<file path="config.mk">
export PLATFORM = sky130hd
export DESIGN_NAME = demux1to2_l2
export DESIGN_NICKNAME = d
export VERILOG_FILES = /design/src/rtl/demux1to2_l2.sv
export SDC_FILE = /design/constraint.sdc
export NUM_CORES = 1
export LEC_CHECK = 0
export ABC_AREA = 1
export BUFFER_PORTS_ARGS = -buffer_cell sky130_fd_sc_hd__buf_2
export CORE_ASPECT_RATIO = 1.25
export CORE_MARGIN = 5
export CORE_UTILIZATION = 51
export DETAILED_ROUTE_END_ITERATION = 10
export PLACE_DENSITY = 0.74
export SLEW_MARGIN = 30
export SYNTH_ARGS = -nofsm -noshare
export SYNTH_HDL_FRONTEND = slang
export SYNTH_SLANG_ARGS = --single-unit
</file>
<file path="constraint.sdc">
create_clock -name clk -period 1.27 [get_ports clk]
set_clock_uncertainty 0.05 [all_clocks]
set_input_delay 0.254 -clock clk [delete_from_list [all_inputs] [get_ports clk]]
set_output_delay 0.254 -clock clk [all_outputs]
set_load 0.005 [all_outputs]
</file>
<file path="src/rtl/demux1to2_l2.sv">
// Layer-2 de-interleaver: rebuilds two parallel 8-bit lanes from an alternating slot stream.
// Optional macro DEMUX_L2_ZERO_INVALID_EN: invalid lanes load 8'h00 on commit instead of holding.
//
// r_slot | meaning
// -------+-------------------------------------------------
//   0    | next edge captures slot 0 into the hold register
//   1    | next edge commits hold + slot 1 to both lanes
module demux1to2_l2 #(
  parameter int unsigned FIRST_LANE = 0,
  parameter int unsigned COUNT_W    = 8
) (
  input  logic               clk,
  input  logic               reset_L,
  input  logic [7:0]         data_in,
  input  logic               valid_in,
  output logic [7:0]         data_out0,
  output logic [7:0]         data_out1,
  output logic               valid_out0,
  output logic               valid_out1,
  output logic [COUNT_W-1:0] pair_count
);

  localparam bit SWAP = (FIRST_LANE != 0);

  logic               r_slot;
  logic [7:0]         r_hold_data;
  logic               r_hold_valid;
  logic [7:0]         r_data_out0;
  logic [7:0]         r_data_out1;
  logic               r_valid_out0;
  logic               r_valid_out1;
  logic [COUNT_W-1:0] r_pair_count;

  logic [7:0]         w_lane0_data;
  logic [7:0]         w_lane1_data;
  logic               w_lane0_valid;
  logic               w_lane1_valid;
  logic               w_commit;

  assign w_commit = r_slot;

  // Slot 0 (held) goes to lane FIRST_LANE; the live slot 1 goes to the other lane.
  always_comb begin
    w_lane0_data  = r_hold_data;
    w_lane0_valid = r_hold_valid;
    w_lane1_data  = data_in;
    w_lane1_valid = valid_in;
    if (SWAP) begin
      w_lane0_data  = data_in;
      w_lane0_valid = valid_in;
      w_lane1_data  = r_hold_data;
      w_lane1_valid = r_hold_valid;
    end
  end

  always_ff @(posedge clk or negedge reset_L) begin
    if (!reset_L) begin
      r_slot       <= 1'b0;
      r_hold_data  <= 8'h00;
      r_hold_valid <= 1'b0;
    end else begin
      r_slot <= ~r_slot;
      if (!w_commit) begin
        r_hold_data  <= data_in;
        r_hold_valid <= valid_in;
      end
    end
  end

  always_ff @(posedge clk or negedge reset_L) begin
    if (!reset_L) begin
      r_data_out0  <= 8'h00;
      r_data_out1  <= 8'h00;
      r_valid_out0 <= 1'b0;
      r_valid_out1 <= 1'b0;
      r_pair_count <= '0;
    end else if (w_commit) begin
      r_valid_out0 <= w_lane0_valid;
      r_valid_out1 <= w_lane1_valid;
      if (w_lane0_valid)
        r_data_out0 <= w_lane0_data;
`ifdef DEMUX_L2_ZERO_INVALID_EN
      else
        r_data_out0 <= 8'h00;
`endif
      if (w_lane1_valid)
        r_data_out1 <= w_lane1_data;
`ifdef DEMUX_L2_ZERO_INVALID_EN
      else
        r_data_out1 <= 8'h00;
`endif
      if (w_lane0_valid || w_lane1_valid)
        r_pair_count <= r_pair_count + COUNT_W'(1);
    end
  end

  assign data_out0  = r_data_out0;
  assign data_out1  = r_data_out1;
  assign valid_out0 = r_valid_out0;
  assign valid_out1 = r_valid_out1;
  assign pair_count = r_pair_count;

endmodule

</file>
# Word level (Yosys, flattened, before mapping)
# Index checks and enable logic that the tools add are counted.
[totals]
word_cells = 14
ff_bits = 36
out_inout_bits = 26
input_bits = 11
[op_classes]
add_sub_neg = 1
n_reduce_logical = 4
n_bitwise = 1
[op_table]
columns = ["cell", "count"]
rows = [
  ["8-bit by 1-bit adder with 8-bit output (second input constant)", 1],
  ["2-bit AND reduction", 3],
  ["1-bit logical OR", 1],
  ["1-bit NOT", 1],
]

# Logic depth before layout (Yosys ltp)
# Gate-level depths: netlist (run 1).
[logic_depth]
ltp_word = 2
mapped_depth = 7
mapped_depth_nobuf = 6

# Worst setup path after synthesis (run 1)
# Ideal clock, no wire load.
[synth_timing]
kind = "register -> register"
start = "reg r_pair_count[0] (netlist: pair_count[0])"
end = "reg r_pair_count[4] (netlist: pair_count[4])"
path_buffers = 0
path_stages_with_launch = 6
t_required_ns = 1.099
setup_ns = 0.121
arrival_ns = 0.974
path_slack_ns = 0.124
cell_sequence = "dfrtp_1 -> ha_1 -> nand2_1 -> nor2_1 -> nand2_1 -> xor2_1"
[synth_between]
elab_chain_cells = 1
[synth_lines]
columns = ["element", "line", "source"]
rows = [
  ["start, declared", "32", "logic [COUNT_W-1:0] r_pair_count;"],
  ["start signal, assigned", "93", "r_pair_count <= r_pair_count + COUNT_W'(1);"],
  ["8-bit by 1-bit adder with 8-bit output", "93", ""],
]
# Every way passes these cells.
# A chain may end at the register's enable or synchronous reset.

# Worst setup path in the final report (run 1)
[layout_timing]
start = "reg r_pair_count[5] (netlist: pair_count[5])"
end = "out pair_count[5]"
[layout_rtl]
columns = ["element", "line", "source"]
rows = [
  ["end, declared", "20", "output logic [COUNT_W-1:0] pair_count"],
]
# No word-level cell between the ends.

==> qor.yml, run 1 <==
status: "complete, no violations"
finalCriticalPeriod_ns: 1.21
cp_slowest_cell: "dfrtp_1"
drc_errors: 0
tritoncts: "built"
finalSetupTns_ns: 0
p_leak_nw: 0.975
peakVddDrop_v: 0.000866
hold_viol_final: 0
dieWidth_um: 58.0
wl_per_cell_um: 11.9
dp_hpwl_mm: 2.07
vias: 1146
crit_buf_inv: 1
cp_max_fo: 5
clock-sinks: 36
die_y_um: 70.0
grt_pass1_wl_mm: 5.03
syn_area_um2: 1470
syn_inst: 156
synth_mux_area_frac: 0
tightestPinTransition_ns: 0.230
clk_path_buf_depth: 2
yosys.area_share.adder: 0.00853
overflow: 0
drive_gt1_frac: 0.280
avgSynthCellArea_um2: 9.40
routabilityCongestion: 0.781
setup_viol: 0
layout_common_cells: "52 x nand2_1, 36 x dfrtp_1, 36 x buf_2"
synth_top_family_by_area: "simple AND/OR/NAND/NOR gates"
cp.required_ns: 0.97
fillers: 254
placementRows: 21
finalPower_mw: 2.70
cts_buffers: 5
finalCritPeriodShare: 0.951
ant_nets: 0
nNetsFinal: 212
diodes: 0
synth_compound_area_frac: 0.0580
synth-seq-area-share: 0.614
power_density_nw_per_um2: 1530
ios: 37
clk_pin_slew_ns: 0.10
dr.pass1.iters: 4
final_common_cell: "nand2_1"
synth.area.top_cells: "dfrtp_1 61%, nand2_1 13%, o21ai_0 5.5%, inv_1 4.6%, nand3_1 3.8%"
yosys_warnings: 0
worst_ep_arrival_time_ns: 0.90
grt_max_degree: 37
area_growth_pct: 20.6
synthSimpleGateAreaFrac: 0.212
synth_top_area_frac: 0.614
htreeDepth: 2
max_freq_ghz: 0.828
start_util: 0.537
synth_top_area_cell: "dfrtp_1"
slew_violations: 0
min_path_type: "primary input to register"
maxCapViolations: 0
ys_ff_latch: 36
coreArea_um2: 2730
viasPerCell: 4.90
cts-root-buf: "clkbuf_4"
wl_mm: 2.79
antenna_found_initial: 0
slowest_delay_ns: 0.43
dieArea_um2: 4050
maxSlewHeadroom: 0.846
critPathTopFamily: "flip-flops"
grt_pass1_vias: 1148
start_kind: "register"
synth.distinct_cells: 15
synth_fp_nets: 168
clkLatencyLatePin_ns: 0.33
path_class: "register to primary output"
numPortBuffers: 36
rsz0062_at_grt: "no"
synthXorXnorAreaFrac: 0.0290
crit_path_end_kind: "primary output"
crit_chain: "buf_2"
first_iter_violations: 24
track_usage: 0.160
[path summary, 6_finish.rpt]
path	slack (ns)	depth (start not counted)	endpoint	from
max in group asynchronous	0.62	3	r_slot	reset_L
min in group asynchronous	0.37	3	pair_count[2]	reset_L
setup / recovery	0.06	1	pair_count[5]	pair_count[5]
hold / removal	0.12	3	r_hold_data[6]	data_in[6]
hold reg to reg	0.42	2	data_out0[4]	data_out0[4]
setup reg to reg	0.10	5	pair_count[4]	pair_count[0]
[kinds of logic after synthesis]
family,count (synthesis)
compound gates,17
xor+xnor,4
fa+ha+maj,1
buf+inv,25
flops,36
simple gates,73
[flip-flops by register name, indices dropped and copies added (netlist names)]
name	cells
data_out1	8
r_hold_data	8
pair_count	8
data_out0	8
valid_out1	1
r_slot	1
valid_out0	1
r_hold_valid	1
[tightest hold or removal path: stages]
cell,delay (ns)
buf_2,0.09
inv_1,0.05
o21ai_0,0.06
[cells in the mapped netlist (all sizes together)]
| cell type | number |
|---|---|
| nor2 | 3 |
| nand3 | 11 |
| ha | 1 |
| nand2 | 56 |
| inv | 18 |
| xor2 | 4 |
| nand4 | 3 |
| o21ai | 17 |
| dfrtp | 36 |
| buf | 7 |
[through the flow]
stage | setup slack, ns | instances | cell area [um^2] | util | hold slack (ns)
after floorplan | 0.124 | 156 | 1470 | - | -0.0916
after global placement | 0.120 | 225 | 1700 | 0.622 | 0.178
after detailed placement | 0.0532 | 225 | 1700 | 0.622 | 0.180
after CTS | 0.0404 | 233 | 1760 | 0.642 | 0.100
after global routing | 0.0114 | 234 | 1770 | 0.647 | 0.104
final | 0.0626 | 234 | 1770 | 0.647 | 0.123
[power breakdown]
group          switching [mW]  internal, mW
Sequential              0.146          1.33
Clock                   0.337         0.204
Combinational           0.374         0.314
Total                   0.857          1.84
[what timing repair did]
action                                 4_1_cts  5_1_grt
buffers inserted                             0        1
hold buffers                                 1        0
setup endpoints to repair                    0        3
endpoints found under the hold margin       36        0
gates resized for setup                      0        2
[layout make-up]
class | count | area, um^2 | share of cell area
Timing Repair Buffer | 44 | 255 | 0.144
Tap cell | 34 | 42.5 | 0.0241
Multi-Input combinational cell | 95 | 455 | 0.258
Inverter | 18 | 67.6 | 0.0382
Sequential cell | 36 | 901 | 0.510
Clock buffer | 6 | 41.3 | 0.0234
Clock inverter | 1 | 5.00 | 0.00283
[metal layers]
| metal | GRT usage | vias up | share of wire |
|---|---|---|---|
| li1 | - | 567 | - |
| met1 | 0.183 | 547 | 0.42 |
| met2 | 0.268 | 28 | 0.51 |
| met3 | 0.0589 | 4 | 0.063 |
| met4 | 0.0619 | 0 | 0.013 |
| met5 | 0 | - | 0 |
(Power assumes the default switching activity.)
==> run 2: changes to the inputs <==
- CELL_PAD_IN_SITES_DETAIL_PLACEMENT: unset -> 0
- CELL_PAD_IN_SITES_GLOBAL_PLACEMENT: unset -> 2
- CORE_UTILIZATION: 51 -> 31
- PLACE_DENSITY: 0.74 -> 0.75
==> run 2 against run 1 <==
Setup slack better by 0.030 ns. Register-to-register slack about the same. Non-clock buffer count is 2 lower. Maximum frequency increased by 2.6%. First-iteration DRC count increased by 13%. Die area grew 53%. Clock power rose by 30%. Critical endpoint is now pair_count[4]. Final cell count is 9.4% higher. Highest routed layer unchanged. Sequential share of layout area fell by 1.1 points. Flip-flop and latch count did not move. Sequential power about the same.
==> qor.yml, run 2 (synthesis results as in run 1) <==
power_density_nw_per_um2: 1570
clk_pin_slew_ns: 0.06
cp_max_fo: 4
drc_errors: 0
whs_ns: 0.172
drive_gt1_frac: 0.270
htreeDepth: 2
finalSetupTns_ns: 0
cp_slowest_cell: "dfrtp_1"
reg2reg_depth: 5
clkLatencyLatePin_ns: 0.28
hold_path_end: "r_hold_data[1]"
area_growth_pct: 23.3
dieWidth_um: 71.5
rsz0062_at_grt: "no"
dieArea_um2: 6210
diodes: 0
ant_nets: 0
clk_path_buf_depth: 2
cpMostUsedCell: "nand2_1"
grt_pass1_wl_mm: 5.02
wl_per_cell_um: 11.4
max_freq_ghz: 0.850
track_usage: 0.105
viasPerCell: 4.23
hold_depth: 3
dp_hpwl_mm: 2.19
start_util: 0.315
clock-sinks: 36
numPortBuffers: 36
setup_viol: 0
path_class: "register to register"
p_leak_nw: 0.973
coreArea_um2: 4660
min_path_type: "primary input to register"
vias: 1083
finalCriticalPeriod_ns: 1.18
grt_max_degree: 26
first_iter_violations: 27
grt_pass1_vias: 1104
fillers: 492
cts_setup_buffers: 0
cts-root-buf: "clkbuf_8"
antenna_found_initial: 0
tightestPinTransition_ns: 0.382
cts_buffers: 5
status: "complete, no violations"
start_kind: "register"
ios: 37
nNetsFinal: 210
cp.required_ns: 1.39
slowest_delay_ns: 0.41
wl_mm: 2.91
layout_common_cells: "52 x nand2_1, 36 x dfrtp_1, 36 x buf_2"
r2r_start: "pair_count[0]"
maxSlewHeadroom: 0.746
dr.pass1.iters: 3
r2r_end: "pair_count[4]"
placementRows: 28
crit_path_end_kind: "register"
peakVddDrop_v: 0.000678
routabilityCongestion: 0.722
finalCritPeriodShare: 0.927
maxCapViolations: 0
die_y_um: 86.9
rrSetupSlack_ns: 0.09
tritoncts: "built"
final_common_cell: "nand2_1"
worst_ep_arrival_time_ns: 1.29
overflow: 0
slew_violations: 0
hold_path_startpoint: "data_in[1]"
crit_chain: "ha_2, nand2_1, nor2_2, nand2_1, xor2_1"
hold_viol_final: 0
==> run 2: changes by cell type in the layout (fill, tap and decap cells not counted) <==
| cell | previous run | this run |
|---|---|---|
| nor2_1 | 1 | 2 |
| clkbuf_4 | 5 | 0 |
| buf_4 | 6 | 4 |
| ha_1 | 1 | 0 |
| ha_2 | 0 | 1 |
| clkbuf_8 | 0 | 5 |
| clkinv_2 | 1 | 0 |
| clkbuf_1 | 1 | 0 |
| nor2_2 | 2 | 1 |
==> run 2: timing repair <==
action | in CTS | in global routing
hold buffers | 1 | 0
hold endpoints to repair | 15 | 0
setup endpoints to repair | 0 | 2
gates resized for setup | 0 | 2
==> run 2: power by group <==
part | total [mW] | switching (mW) | internal, mW
combinational | 0.650 | 0.353 | 0.296
sequential | 1.48 | 0.147 | 1.33
clock | 0.705 | 0.352 | 0.353
==> run 2: worst max path at each step <==
stage	startpoint	end	slack [ns]
CTS	pair_count[0]	pair_count[4]	0.04
finish	pair_count[0]	pair_count[4]	0.09
floorplan	pair_count[0]	pair_count[4]	0.12
detailed placement	pair_count[0]	pair_count[4]	0.05
global route	pair_count[0]	pair_count[4]	0.002
global placement	pair_count[0]	pair_count[4]	0.1
==> run 2: area by class of cell <==
| cell class | instances | area (um^2) | area share |
|---|---|---|---|
| sequential | 36 | 901 | 0.498 |
| multi-input combinational | 95 | 455 | 0.252 |
| timing repair buffer | 42 | 240 | 0.133 |
| tap | 60 | 75.1 | 0.0415 |
| clock buffer | 5 | 68.8 | 0.0381 |
| inverter | 18 | 67.6 | 0.0374 |
==> run 2: routing by layer <==
metal	up-vias	track usage	part of all wire
li1	560	-	-
met2	30	0.166	0.47
met1	487	0.125	0.43
met3	6	0.0473	0.080
met4	0	0.0410	0.020
met5	-	0	0
==> run 2: per-stage QoR <==
step / cells / worst slack, ns / instance area, um^2 / power, mW / util
detailed placement: 250 / 0.0473 / 1720 / 2.16 / 0.370
global placement: 250 / 0.0980 / 1720 / 2.13 / 0.370
global route: 256 / 0.00241 / 1810 / 3.06 / 0.388
CTS: 256 / 0.0404 / 1800 / 2.88 / 0.387
floorplan: 156 / 0.124 / 1470 / 1.85 / -
finish: 256 / 0.0930 / 1810 / 2.83 / 0.388
==> run 2: worst max-delay path: cells and delay by family, from the launching register on <==
| kind | cells | cell delay (ns) |
|---|---|---|
| and+or+nand+nor | 3 | 0.25 |
| DFF | 1 | 0.41 |
| adders and majority gates | 1 | 0.21 |
| xor gates and xnor gates | 1 | 0.15 |
==> run 3: changes to the inputs <==
- CORE_MARGIN: 5 -> 10
- PLACE_DENSITY: 0.75 -> unset
- PLACE_DENSITY_LB_ADDON: unset -> 0.1
==> run 3 against run 2 <==
First-iteration DRC count did not move. Via count down 1.6%. Critical path depth stayed put. Sequential share of layout area fell by 0.65 points. Total power up 4.1%. Flip-flop and latch count unchanged. Routed wire length is 4.6% higher. Sequential power about the same. Clock power up 16%. Core utilization is 2.0 points higher. Global-route usage down 1.9 points. Critical endpoint unchanged. Highest routed layer unchanged.
==> qor.yml, run 3 (synthesis results as in run 1) <==
start_util: 0.326
maxSlewHeadroom: 0.838
min_path_type: "primary input to register"
power_density_nw_per_um2: 1610
drive_gt1_frac: 0.286
worst_ep_arrival_time_ns: 1.28
dr.pass1.iters: 4
placementRows: 27
path_class: "register to register"
wl_mm: 3.05
drc_errors: 0
diodes: 0
layout_common_cells: "52 x nand2_1, 36 x dfrtp_1, 36 x buf_2"
max_freq_ghz: 0.855
grt_pass1_vias: 1094
dieArea_um2: 7900
cp_max_fo: 4
rsz0062_at_grt: "no"
nNetsFinal: 210
die_y_um: 96.9
tightestPinTransition_ns: 0.242
cts_buffers: 5
slew_violations: 0
overflow: 0
status: "complete, no violations"
clk_path_buf_depth: 2
first_iter_violations: 27
tritoncts: "built"
cp.required_ns: 1.38
finalCriticalPeriod_ns: 1.17
cts-root-buf: "clkbuf_8"
viasPerCell: 4.15
hold_path_startpoint: "data_in[1]"
clock-sinks: 36
dieWidth_um: 81.5
clk_pin_slew_ns: 0.07
track_usage: 0.0857
area_growth_pct: 24.9
setup_viol: 0
ant_nets: 0
maxCapViolations: 0
dp_hpwl_mm: 2.31
final_common_cell: "nand2_1"
grt_max_degree: 37
start_kind: "register"
crit_path_end_kind: "register"
vias: 1066
finalPower_mw: 2.95
coreArea_um2: 4490
ios: 37
clkLatencyLatePin_ns: 0.28
peakVddDrop_v: 0.000852
cp-startpoint: "pair_count[0]"
htreeDepth: 2
finalCritPeriodShare: 0.921
p_leak_nw: 0.988
routabilityCongestion: 0.704
hold_viol_final: 0
r2r_start: "pair_count[0]"
antenna_found_initial: 0
grt_pass1_wl_mm: 5.29
numPortBuffers: 36
finalSetupTns_ns: 0
wl_per_cell_um: 11.9
==> run 3: cell count changes in the layout (fill, tap and decap cells not counted), sizes merged <==
cell	before	now
clkinv	0	2
clkbuf	5	6
==> run 3: metal layers <==
metal / wire, um / global-route usage
met5: 0 / 0
met4: 53 / 0.0319
met2: 1420 / 0.127
met3: 267 / 0.0453
met1: 1300 / 0.101
==> run 3: critical path: stages (launching register included) <==
cell     delay (ns)
dfrtp_1        0.40
ha_2           0.21
nand2_1        0.06
nor2_2         0.12
nand2_1        0.07
xor2_1         0.15
==> run 3: timing repair <==
action,CTS,global route
resized for setup,0,3
setup endpoints to repair,0,4
hold buffers,1,0
hold endpoints to repair,36,0
setup buffers,0,0
==> run 3: worst paths after layout <==
check                                 end  slack, ns  depth (start not counted)
setup / recovery            pair_count[4]       0.10                          5
hold / removal             r_hold_data[1]       0.17                          3
setup reg to reg            pair_count[4]       0.10                          5
hold reg to reg              data_out0[3]       0.41                          2
max in group asynchronous  r_hold_data[7]       0.58                          3
min in group asynchronous    data_out1[0]       0.41                          3
==> run 3: power by group <==
| part | internal, mW | switching [mW] | total, mW | leakage (nW) |
|---|---|---|---|---|
| sequential | 1.33 | 0.143 | 1.47 | 0.430 |
| combinational | 0.299 | 0.361 | 0.659 | 0.507 |
| clock | 0.432 | 0.382 | 0.815 | 0.0510 |
==> run 3: area by class of cell <==
type	count	area, um^2
inverter	18	67.6
clock inverter	2	10.0
fill	470	2660
timing repair buffer	42	240
clock buffer	6	82.6
tap	58	72.6
multi-input combinational	95	458
sequential	36	901
==> run 3: per-stage QoR <==
stage | hold slack [ns] | instances | util | setup slack (ns) | cell area [um^2]
after floorplan | -0.0916 | 156 | - | 0.124 | 1470
after global placement | 0.182 | 248 | 0.383 | 0.103 | 1720
after detailed placement | 0.182 | 248 | 0.383 | 0.0750 | 1720
after CTS | 0.167 | 257 | 0.406 | 0.0629 | 1820
after global routing | 0.173 | 257 | 0.408 | 0.00637 | 1830
final | 0.174 | 257 | 0.408 | 0.101 | 1830
